==> config.mk <==
export PLATFORM = sky130hd
export DESIGN_NAME = dma_copy_master
export DESIGN_NICKNAME = d
export VERILOG_FILES = /design/src/rtl/dma_copy_master_pkg.sv /design/src/rtl/dma_copy_master.sv
export SDC_FILE = /design/constraint.sdc
export NUM_CORES = 1
export LEC_CHECK = 0
export BUFFER_PORTS_ARGS = -buffer_cell sky130_fd_sc_hd__clkbuf_2
export CORE_UTILIZATION = 25
export DETAILED_ROUTE_END_ITERATION = 6
export SLEW_MARGIN = 40
export SYNTH_ARGS = -nofsm -noshare
export SYNTH_HDL_FRONTEND = slang
export SYNTH_SLANG_ARGS = --single-unit
==> constraint.sdc <==
create_clock -name clk -period 3.22 [get_ports clk]
set_clock_uncertainty 0.05 [all_clocks]
set_input_delay 0.966 -clock clk [delete_from_list [all_inputs] [get_ports clk]]
set_output_delay 0.966 -clock clk [all_outputs]
set_load 0.01 [all_outputs]
==> src/rtl/dma_copy_master_pkg.sv <==
// Shared state encoding, word size and bus segment map for the DMA copy master.
package dma_copy_master_pkg;

  typedef enum logic [1:0] {
    ST_IDLE = 2'd0,
    ST_RD   = 2'd1,
    ST_WR   = 2'd2,
    ST_FIN  = 2'd3
  } dma_state_e;

  localparam int WORD_BYTES = 4;

  // Data-memory segment bases as decoded by the system bus.
  localparam logic [31:0] SEG_GLOBAL = 32'h1001_0000;
  localparam logic [31:0] SEG_STACK  = 32'h7fff_f000;
  localparam logic [31:0] SEG_PERIPH = 32'h4000_0000;

  function automatic logic is_word_aligned(input logic [1:0] lsb);
    return lsb == 2'b00;
  endfunction

endpackage

==> src/rtl/dma_copy_master.sv <==
// Word-at-a-time memory-to-memory copier; one read then one write per word,
// two cycles per word under continuous grant. Level irq on completion or fault.
module dma_copy_master
  import dma_copy_master_pkg::*;
#(
  parameter int LEN_W  = 16,
  parameter int ADDR_W = 32
) (
  input  logic              clk,
  input  logic              reset_n,
  input  logic              start,
  input  logic [ADDR_W-1:0] src_addr,
  input  logic [ADDR_W-1:0] dst_addr,
  input  logic [LEN_W-1:0]  len,
  input  logic              abort,
  input  logic              irq_clr,
  output logic              bus_req,
  input  logic              bus_gnt,
  output logic              rd,
  output logic              wr,
  output logic [ADDR_W-1:0] addr,
  output logic [31:0]       wdata,
  input  logic [31:0]       rdata,
  input  logic              accessable,
  output logic              busy,
  output logic              done,
  output logic              err,
  output logic [LEN_W-1:0]  remaining,
  output logic              irq
);

  localparam logic [ADDR_W-1:0] STEP = ADDR_W'(WORD_BYTES);

  dma_state_e        state_q;
  logic [ADDR_W-1:0] src_ptr_q, dst_ptr_q, addr_q;
  logic [ADDR_W-1:0] src_ptr_d, dst_ptr_d;
  logic [31:0]       wdata_q;
  logic [LEN_W-1:0]  remaining_q, remaining_d;
  logic              bus_req_q, busy_q, done_q, err_q;
  logic              start_ok, last_word;

  assign src_ptr_d   = src_ptr_q + STEP;
  assign dst_ptr_d   = dst_ptr_q + STEP;
  assign remaining_d = remaining_q - LEN_W'(1);
  assign last_word   = (remaining_q == LEN_W'(1));
  assign start_ok    = is_word_aligned(src_addr[1:0]) && is_word_aligned(dst_addr[1:0]);

  // Flag sets are written after the irq_clr clear so a same-edge set wins.
  always_ff @(posedge clk or negedge reset_n) begin
    if (!reset_n) begin
      state_q     <= ST_IDLE;
      src_ptr_q   <= '0;
      dst_ptr_q   <= '0;
      addr_q      <= '0;
      wdata_q     <= '0;
      remaining_q <= '0;
      bus_req_q   <= 1'b0;
      busy_q      <= 1'b0;
      done_q      <= 1'b0;
      err_q       <= 1'b0;
    end else begin
      if (irq_clr) begin
        done_q <= 1'b0;
        err_q  <= 1'b0;
      end
      case (state_q)
        ST_IDLE: begin
          if (start) begin
            if (!start_ok) begin
              err_q <= 1'b1;
            end else if (len == '0) begin
              done_q      <= 1'b1;
              remaining_q <= '0;
            end else begin
              src_ptr_q   <= src_addr;
              dst_ptr_q   <= dst_addr;
              addr_q      <= src_addr;
              remaining_q <= len;
              busy_q      <= 1'b1;
              bus_req_q   <= 1'b1;
              state_q     <= ST_RD;
            end
          end
        end
        ST_RD: begin
          if (bus_gnt) begin
            // A completed read is never discarded; abort is honoured next edge.
            if (accessable) begin
              wdata_q <= rdata;
              addr_q  <= dst_ptr_q;
              state_q <= ST_WR;
            end else begin
              err_q     <= 1'b1;
              bus_req_q <= 1'b0;
              busy_q    <= 1'b0;
              state_q   <= ST_FIN;
            end
          end else if (abort) begin
            err_q     <= 1'b1;
            bus_req_q <= 1'b0;
            busy_q    <= 1'b0;
            state_q   <= ST_FIN;
          end
        end
        ST_WR: begin
          if (bus_gnt && accessable) begin
            src_ptr_q   <= src_ptr_d;
            dst_ptr_q   <= dst_ptr_d;
            remaining_q <= remaining_d;
            if (last_word) begin
              done_q    <= 1'b1;
              bus_req_q <= 1'b0;
              busy_q    <= 1'b0;
              state_q   <= ST_FIN;
            end else if (abort) begin
              err_q     <= 1'b1;
              bus_req_q <= 1'b0;
              busy_q    <= 1'b0;
              state_q   <= ST_FIN;
            end else begin
              addr_q  <= src_ptr_d;
              state_q <= ST_RD;
            end
          end else if (bus_gnt || abort) begin
            err_q     <= 1'b1;
            bus_req_q <= 1'b0;
            busy_q    <= 1'b0;
            state_q   <= ST_FIN;
          end
        end
        ST_FIN: begin
          state_q <= ST_IDLE;
        end
        default: begin
          state_q <= ST_IDLE;
        end
      endcase
    end
  end

  // Strobes follow the grant combinationally so a dropped grant never sees a cycle.
  assign rd        = (state_q == ST_RD) && bus_gnt;
  assign wr        = (state_q == ST_WR) && bus_gnt;
  assign addr      = addr_q;
  assign wdata     = wdata_q;
  assign bus_req   = bus_req_q;
  assign busy      = busy_q;
  assign done      = done_q;
  assign err       = err_q;
  assign remaining = remaining_q;
  assign irq       = done_q | err_q;

endmodule
==> metrics.txt, run 1 <==
status completed; fraction of registers with async set/reset between 90% and 100%; Least-Margin Pin Slew roughly 750 ps; R2R Path End remaining[10]; largest family of logic cells by synthesized area compound AO/OA/AOI/OAI gates; WL final 27.5 mm; synth top area cells dfrtp_1 43%, a21oi_1 5.2%, o22ai_1 4.4%, mux2_2 4.2%, nand2_1 4.0%; die footprint 35,300 µm²; initial core utilization between 20% and 30%; Final setup viols 0; Main synth FF type dfrtp_1; root buffer cell clkbuf_16; CTS tree built; Synth area leader dfrtp_1; Tcrit/Tclk final a little over nine tenths; distinct cell type count after synthesis 61; Synth top area share 43.5%; HP Start addr[12]; Post-layout nets approximately 1.2k; simple-gate share of the synthesized area between 10% and 20%; fin cells between 1.5k and 2k; Antenna Nets Post-Route 0; GRT Residual Overflow 0; hold bufs inserted after CTS 0; Clock Latency Late Sink 440 ps; CTS buffer count 17; CTS clk-pin slew, worst paths 70 ps; gp weighted congestion 0.864; core area roughly 34,000 µm²; Cells after DPL 1,548; Initial DRC Count a little over 600; fin. max-slew vios 0; port buffer count between 200 and 250; synthesized area between 8000 and 9000 µm²; synth cell count leaders 150 x dfrtp_1, 92 x nand2_1, 90 x a21oi_1, 61 x nor2_1, 61 x o22ai_1; flop2flop setup slack 350 ps; CTS Sinks 150; most common cell in the netlist dfrtp_1; HP Class reg -> reg; Yosys warning count 0; critical path required time around 2200 ps; final routed DRC violation total 0; Syn Area/Cell approximately 9 µm²; R2R cell count 9; hold depth 1; Hold EP addr[12]; Post-Synth Adder-Cell Area approximately 1.2%; Crit Path Category reg -> out; crit end category output port; die width about 190 µm; height of the die 188 µm; 1st-pass router iterations 4; post-synthesis sequential area ratio 43.5%; share of cells above drive strength 1 between 30% and 40%; first-pass GRT wire length ~43 mm; Worst Path Max Fanout 23; Max Fclk ~0.32 GHz; CP arrival ~2100 ps; Vias 8,059; gate count after technology mapping around 940; Max VDD drop between 0.0007 and 0.0008 V; reg2reg start state_q[0]; setup_tns 0 ps; Syn Nets between 1k and 1.5k; XOR/XNOR share of the synthesized area 2.74%; clk buf depth 2; Final Hold Vio Count 0; leakage power approximately 0.0047 µW; drt wl/cell ~17 µm; Post-CTS Setup Inserts 0; H-Tree Depth 4; multiplexer area fraction after synthesis about 6.0%; Post-CTS Resized 0; Post-DP HPWL 19.6 mm; RSZ-0062 raised after global routing no; I/O pin total between 200 and 250; Area Growth Syn to Fin 24.7%; Rel. slew slack approximately half; vias in the first global route approximately 7.7k; Power Density between 1000 and 1500 nW/µm²; fin crit period 3110 ps; largest net degree at the start of global routing 129; CP startpoint kind register; maxcap violations 0; initial antenna violation count 2; Rows between 60 and 70; flops & latches, synth 150; Total GRT Usage about 16%; Compound-Gate Fraction of Synth Area 23.1%; detailed-route vias per instance 5.10; Post-synth EDFFs 0
sequential cells by signal, indices dropped and copies added, names as in the netlist:
register / count
addr: 32
dst_ptr_q: 32
src_ptr_q: 32
wdata: 32
remaining: 16
state_q: 2
bus_req: 1
busy: 1
done: 1
err: 1
placed cells by master, fill, tap and decap left out, types with 4 or more instances in the layout:
master	n
a21o_1	6
a21oi_1	90
a221oi_1	25
a2bb2oi_1	7
a31oi_1	4
and2_1	9
and3_1	18
and4_1	9
buf_12	7
buf_4	17
clkbuf_16	17
clkbuf_2	204
clkinvlp_4	5
dfrtp_1	150
ha_1	7
inv_1	19
inv_6	7
mux2_2	32
mux2i_1	16
nand2_1	92
nand3_1	58
nand4_1	19
nor2_1	61
nor3_1	10
nor4_1	11
o21ai_0	54
o21ai_1	4
o22ai_1	61
o31ai_2	23
xnor2_1	17
xor2_1	10
routing by layer:
metal,wire length (µm),GRT usage (%),vias up,share of wire (%)
met1,12700,20.9,3876,46
met3,1770,3.76,39,6.4
met2,12400,24.4,265,45
li1,-,-,3877,-
met4,601,5.10,2,2.2
met5,13,0,-,0.047
stage by stage:
| step | hold slack, ps | power, µW | util, % | area (µm²) | setup slack [ps] |
|---|---|---|---|---|---|
| 2_1_floorplan | 404 | 8130 | - | 8640 | 607 |
| 3_3_place_gp | 413 | 10100 | 30.2 | 10200 | 181 |
| 3_5_place_dp | 423 | 10200 | 30.2 | 10200 | 158 |
| 4_1_cts | 439 | 12200 | 31.9 | 10800 | 134 |
| 5_1_grt | 459 | 13100 | 31.9 | 10800 | 14.4 |
| 6_report | 433 | 12100 | 31.9 | 10800 | 112 |
kinds of logic after synthesis:
logic type | count (synthesis)
compound gates | 301
buf+inv | 89
fa+ha+maj | 8
xor+xnor | 27
mux | 48
simple gates | 316
flops | 150
report_power, final:
part / leakage, µW / internal, µW / switching (µW)
logic: 0.00262 / 2600 / 3630
registers: 0.00179 / 2850 / 1120
clock network: 0.000259 / 1030 / 915
layout make-up:
| class | instances | area (µm²) |
|---|---|---|
| Antenna cell | 1 | 2.50 |
| Clock buffer | 18 | 439 |
| Clock inverter | 14 | 115 |
| Fill cell | 3543 | 23000 |
| Inverter | 21 | 78.8 |
| Multi-Input combinational cell | 700 | 4520 |
| Sequential cell | 150 | 3750 |
| Tap cell | 448 | 561 |
| Timing Repair Buffer | 229 | 1300 |
worst max-delay path, cell delays in order (launching register included):
cell	delay, ps
dfrtp_1	450
inv_1	140
ha_4	340
clkinv_1	160
buf_4	200
nor2_1	170
clkbuf_2	180
how the worst max path moves through the flow:
stage / start / endpoint / slack, ps / depth (start not counted)
3_3_place_gp: src_addr[1] / addr[14] / 180 / 8
3_5_place_dp: src_addr[1] / addr[12] / 160 / 8
2_1_floorplan: src_addr[1] / addr[19] / 610 / 7
5_1_grt: state_q[0] / wr / 10 / 6
6_report: state_q[0] / wr / 110 / 6
4_1_cts: state_q[0] / wr / 130 / 6
Note: power is estimated with default switching activity, not from simulation.
==> run 2: changes to the inputs <==
- clock period: 3.22 -> 3.94 ns (I/O delays scaled with it)
==> metrics.txt, run 2 (synthesis gave the netlist of run 1 again) <==
fin cells 1,574 (was 1,581); fin crit period roughly 3500 ps; commonest non-fill, non-tap cell in the layout clkbuf_2 (unchanged); H-Tree Depth 4 (unchanged); CTS clk-pin slew, worst paths 60 ps (was 70 ps); Initial DRC Count 742 (was 605); HP Start addr[7] (was addr[12]); total power 9940 µW (was 12,100 µW); design area 10,700 µm² (was 10,800 µm²); R2R Path End remaining[8] (was remaining[10]); Post-layout nets 1,237 (was 1,246); Final setup viols 0 (unchanged); most frequent cells in the layout 204 x clkbuf_2, 150 x dfrtp_1, 92 x nand2_1 (unchanged); CTS tree built (unchanged); Post-CTS Resized 0 (unchanged); CP arrival 2260 ps (was 2090 ps); leakage power 0.00466 µW (was 0.00467 µW); Clock Latency Late Sink 430 ps (was 440 ps); Rel. slew slack 45.5% (was 49.6%); RSZ-0062 raised after global routing no (unchanged); Vias 8,064 (was 8,059); critical path required time 2710 ps (was 2200 ps); Worst Path Max Fanout 17 (was 23); final routed DRC violation total 0 (unchanged); vias in the first global route 7,730 (was 7,662); Tcrit/Tclk final between 80% and 90%; CP startpoint kind register (unchanged); hold bufs inserted after CTS 0 (unchanged); initial core utilization 25.6% (unchanged); height of the die 188 µm (unchanged); HP Class reg -> reg (unchanged); maxcap violations 0 (unchanged); Post-CTS Setup Inserts 0 (unchanged); critical path's slowest cell clkinv_1 (was dfrtp_1); worst path cell trace inv_1 > ha_4 > clkinv_1 > nor2_1 > clkbuf_2 (was inv_1 > ha_4 > clkinv_1 > buf_4 > nor2_1 > clkbuf_2); CP Launch Point state_q[0] (unchanged); core area 33,800 µm² (unchanged); first-pass GRT wire length 43.5 mm (was 42.8 mm); clk buf depth 2 (unchanged); Max Fclk 0.286 GHz; area of the multi-input gates 4520 µm² (about the same); Rows 67 (unchanged); GRT Residual Overflow 0 (unchanged); die width 188 µm (unchanged); Area Growth Syn to Fin 24.4% (was 24.7%); flop2flop setup slack 770 ps (was 350 ps); Max VDD drop 0.000547 V (was 0.000748 V); fin. max-slew vios 0 (unchanged); largest net degree at the start of global routing 103 (was 129); detailed-route vias per instance 5.12 (was 5.10); Total GRT Usage 15.7% (was 15.6%); Least-Margin Pin Slew 818 ps (was 749 ps); CTS Sinks 150 (unchanged); Antenna Nets Post-Route 0 (unchanged); Final Hold Vio Count 0 (unchanged); Final Util 31.8% (was 31.9%); CP peak stage delay 480 ps (was 450 ps); CTS buffer count 17 (unchanged); port buffer count 205 (unchanged); status completed (unchanged); 1st-pass router iterations 5 (was 4); root buffer cell clkbuf_16 (unchanged); Crit Path Category reg -> out (unchanged); die footprint 35,300 µm² (unchanged); share of cells above drive strength 1 29.7% (was 30.0%); reg2reg start state_q[0] (unchanged); Cells after DPL 1,538 (was 1,548); R2R cell count 9 (unchanged); WL final 27.7 mm (was 27.5 mm); hold depth 2 (was 1); Power Density 925 nW/µm² (was 1130 nW/µm²); Hold EP addr[7] (was addr[12]); setup_tns 0 ps (unchanged); initial antenna violation count 5 (was 2); Post-DP HPWL 19.6 mm (about the same); drt wl/cell 17.6 µm (was 17.4 µm); FILL cells 3,558 (was 3,543); crit end category output port (unchanged); I/O pin total 206 (unchanged); Placed Area 10,100 µm² (was 10,200 µm²); Sequential Area 3750 µm² (unchanged); gp weighted congestion 0.870 (was 0.864)
==> run 2: changes by cell type in the layout (fill, tap and decap cells not counted), moves of 3 or more <==
cell	previous run	this run
buf_12	7	3
inv_6	7	3
clkinv_4	0	3
buf_4	17	11
clkinvlp_4	5	2
==> run 2: how the worst max path moves through the flow <==
stage / slack [ps] / depth (start not counted) / to
CTS: 370 / 5 / wr
finish: 440 / 5 / wr
global placement: 620 / 8 / addr[12]
detailed placement: 540 / 8 / addr[14]
floorplan: 1110 / 7 / addr[19]
global route: 260 / 5 / wr
==> run 2: area by class of cell <==
type,count,share of cell area (%)
antenna,3,0.0699
clock buffer,19,4.22
clock inverter,13,1.50
inverter,21,0.745
multi-input combinational,700,42.1
sequential,150,34.9
tap,448,5.22
timing repair buffer,220,11.2
==> run 2: power by group <==
group / switching [µW] / total [µW] / leakage [µW] / internal [µW]
clock: 737 / 1730 / 0.000297 / 990
sequential: 916 / 3250 / 0.00179 / 2330
combinational: 2940 / 4960 / 0.00257 / 2020
==> run 2: worst max-delay path: cells and delay by family, from the launching register on <==
kind,cells,cell delay [ps]
adders and majority gates,1,290
DFF,1,430
buffers and inverters,3,810
and+or+nand+nor,1,300
==> run 2: layer usage <==
metal	global-route usage (%)	wire length (µm)
met1	20.8	12400
met3	4.36	2050
met5	0	27
met4	5.13	521
met2	24.8	12700
==> run 2: metrics by stage <==
step,hold slack [ps],setup WS (ps)
after floorplan,404,1110
after global placement,415,617
after detailed placement,421,543
after CTS,439,373
after global routing,464,259
final,432,443
==> run 3: changes to the inputs <==
- RECOVER_POWER: not set -> 25
==> metrics.txt, run 3 (synthesis gave the netlist of run 1 again) <==
WL final 27.6 mm (was 27.7 mm); Least-Margin Pin Slew 1460 ps (was 818 ps); Total GRT Usage 15.7% (unchanged); largest net degree at the start of global routing 103 (unchanged); initial antenna violation count 5 (unchanged); hold bufs inserted after CTS 0 (unchanged); Worst Path Max Fanout 17 (unchanged); Post-CTS Setup Inserts 0 (unchanged); Final WS setup 443 ps (about the same); Internal 5340 µW (about the same); CTS tree built (unchanged); root buffer cell clkbuf_16 (unchanged); fin cells 1,574 (unchanged); Sw Pwr 4590 µW (about the same); Sequential Area 3750 µm² (unchanged); CP startpoint kind register (unchanged); CTS buffer count 17 (unchanged); R2R Path End remaining[8] (unchanged); register share of total power 32.7% (about the same); fin. max-slew vios 0 (unchanged); Post-DP HPWL 19.6 mm (unchanged); Rel. slew slack 2.74% (was 45.5%); final routed DRC violation total 0 (unchanged); Post-CTS Resized 0 (unchanged); HP Class reg -> reg (unchanged); share of cells above drive strength 1 29.5% (was 29.7%); Cells after DPL 1,538 (unchanged); leakage power 0.00464 µW (was 0.00466 µW); H-Tree Depth 4 (unchanged); first-pass GRT wire length 43.5 mm (unchanged); die footprint 35,300 µm² (unchanged); most frequent cells in the layout 204 x clkbuf_2, 150 x dfrtp_1, 92 x nand2_1 (unchanged); area of the multi-input gates 4520 µm² (unchanged); Final setup viols 0 (unchanged); CTS Sinks 150 (unchanged); Post-layout nets 1,237 (unchanged); maxcap violations 0 (unchanged); Max Fclk 0.286 GHz (about the same); fin crit period 3500 ps (about the same); FILL cells 3,563 (was 3,558); height of the die 188 µm (unchanged); GRT Residual Overflow 0 (unchanged); Max VDD drop 0.000548 V (was 0.000547 V); core area 33,800 µm² (unchanged); 1st-pass router iterations 5 (unchanged); initial core utilization 25.6% (unchanged); Rows 67 (unchanged); vias in the first global route 7,730 (unchanged); drt wl/cell 17.6 µm (about the same); switching share of power 46.2% (about the same); Clock Latency Late Sink 430 ps (about the same); I/O pin total 206 (unchanged); clk buf depth 2 (unchanged); status completed (unchanged); CTS clk-pin slew, worst paths 60 ps (about the same); power share of the clock group 17.4% (about the same); crit end category output port (unchanged); Antenna Nets Post-Route 0 (unchanged); reg2reg start state_q[0] (unchanged); gp weighted congestion 0.870 (unchanged); Power Density 927 nW/µm² (was 925 nW/µm²); Vias 8,097 (was 8,064); RSZ-0062 raised after global routing no (unchanged); R2R cell count 9 (unchanged); commonest non-fill, non-tap cell in the layout clkbuf_2 (unchanged); port buffer count 205 (unchanged); Initial DRC Count 759 (was 742); Area Growth Syn to Fin 24.0% (was 24.4%); total power 9930 µW (was 9940 µW); setup_tns 0 ps (unchanged); flop2flop setup slack 770 ps (about the same); critical path required time 2710 ps (about the same); detailed-route vias per instance 5.14 (was 5.12); die width 188 µm (unchanged); Placement Setup Slack 543 ps (unchanged); Comb pwr share 49.9% (about the same); CP arrival 2260 ps (about the same); Final Hold Vio Count 0 (unchanged); Tcrit/Tclk final 88.7% (was 88.8%); Hold EP addr[7] (unchanged); HP Start addr[7] (unchanged); Crit Path Category reg -> out (unchanged); hold depth 2 (unchanged)
[run 3: cell type report]
class | count | area share, %
Clock buffer | 19 | 4.23
Inverter | 21 | 0.748
Clock inverter | 13 | 1.51
Antenna cell | 3 | 0.0701
Multi-Input combinational cell | 700 | 42.2
Timing Repair Buffer | 220 | 10.9
Sequential cell | 150 | 35.0
Tap cell | 448 | 5.23
[run 3: how the worst max path moves through the flow]
stage	start	endpoint	cells after the start
6_report	state_q[0]	wr	5
5_1_grt	state_q[0]	wr	5
4_1_cts	state_q[0]	wr	5
3_5_place_dp	src_addr[1]	addr[14]	8
3_3_place_gp	src_addr[1]	addr[12]	8
2_1_floorplan	src_addr[1]	addr[19]	7
[run 3: power by group through the flow]
| stage | logic (µW) | registers, µW | clock network (µW) |
|---|---|---|---|
| final | 4950 | 3250 | 1720 |
| after detailed placement | 4990 | 3250 | 0 |
| after CTS | 5010 | 3230 | 1760 |
| after global placement | 4890 | 3220 | 0 |
| after floorplan | 3520 | 3130 | 0 |
| after global routing | 5530 | 3380 | 1830 |
[run 3: worst max-delay path, stage by stage (launching register included)]
cell,delay (ps)
dfrtp_1,430
inv_1,140
ha_4,290
clkinv_1,480
nor2_1,300
clkbuf_2,190
[run 3: metrics by stage]
step / cell area [µm²] / hold slack [ps] / utilization (%)
finish: 10700 / 432 / 31.7
CTS: 10700 / 439 / 31.7
floorplan: 8640 / 404 / -
global placement: 10100 / 415 / 29.9
global route: 10700 / 464 / 31.7
detailed placement: 10100 / 421 / 29.9
[run 3: layer usage]
| layer | vias up | GRT usage (%) | wire [µm] |
|---|---|---|---|
| met4 | 4 | 5.13 | 521 |
| met5 | - | 0 | 27 |
| met1 | 3884 | 20.8 | 12300 |
| met3 | 35 | 4.36 | 2080 |
| met2 | 313 | 24.8 | 12700 |
| li1 | 3861 | - | - |
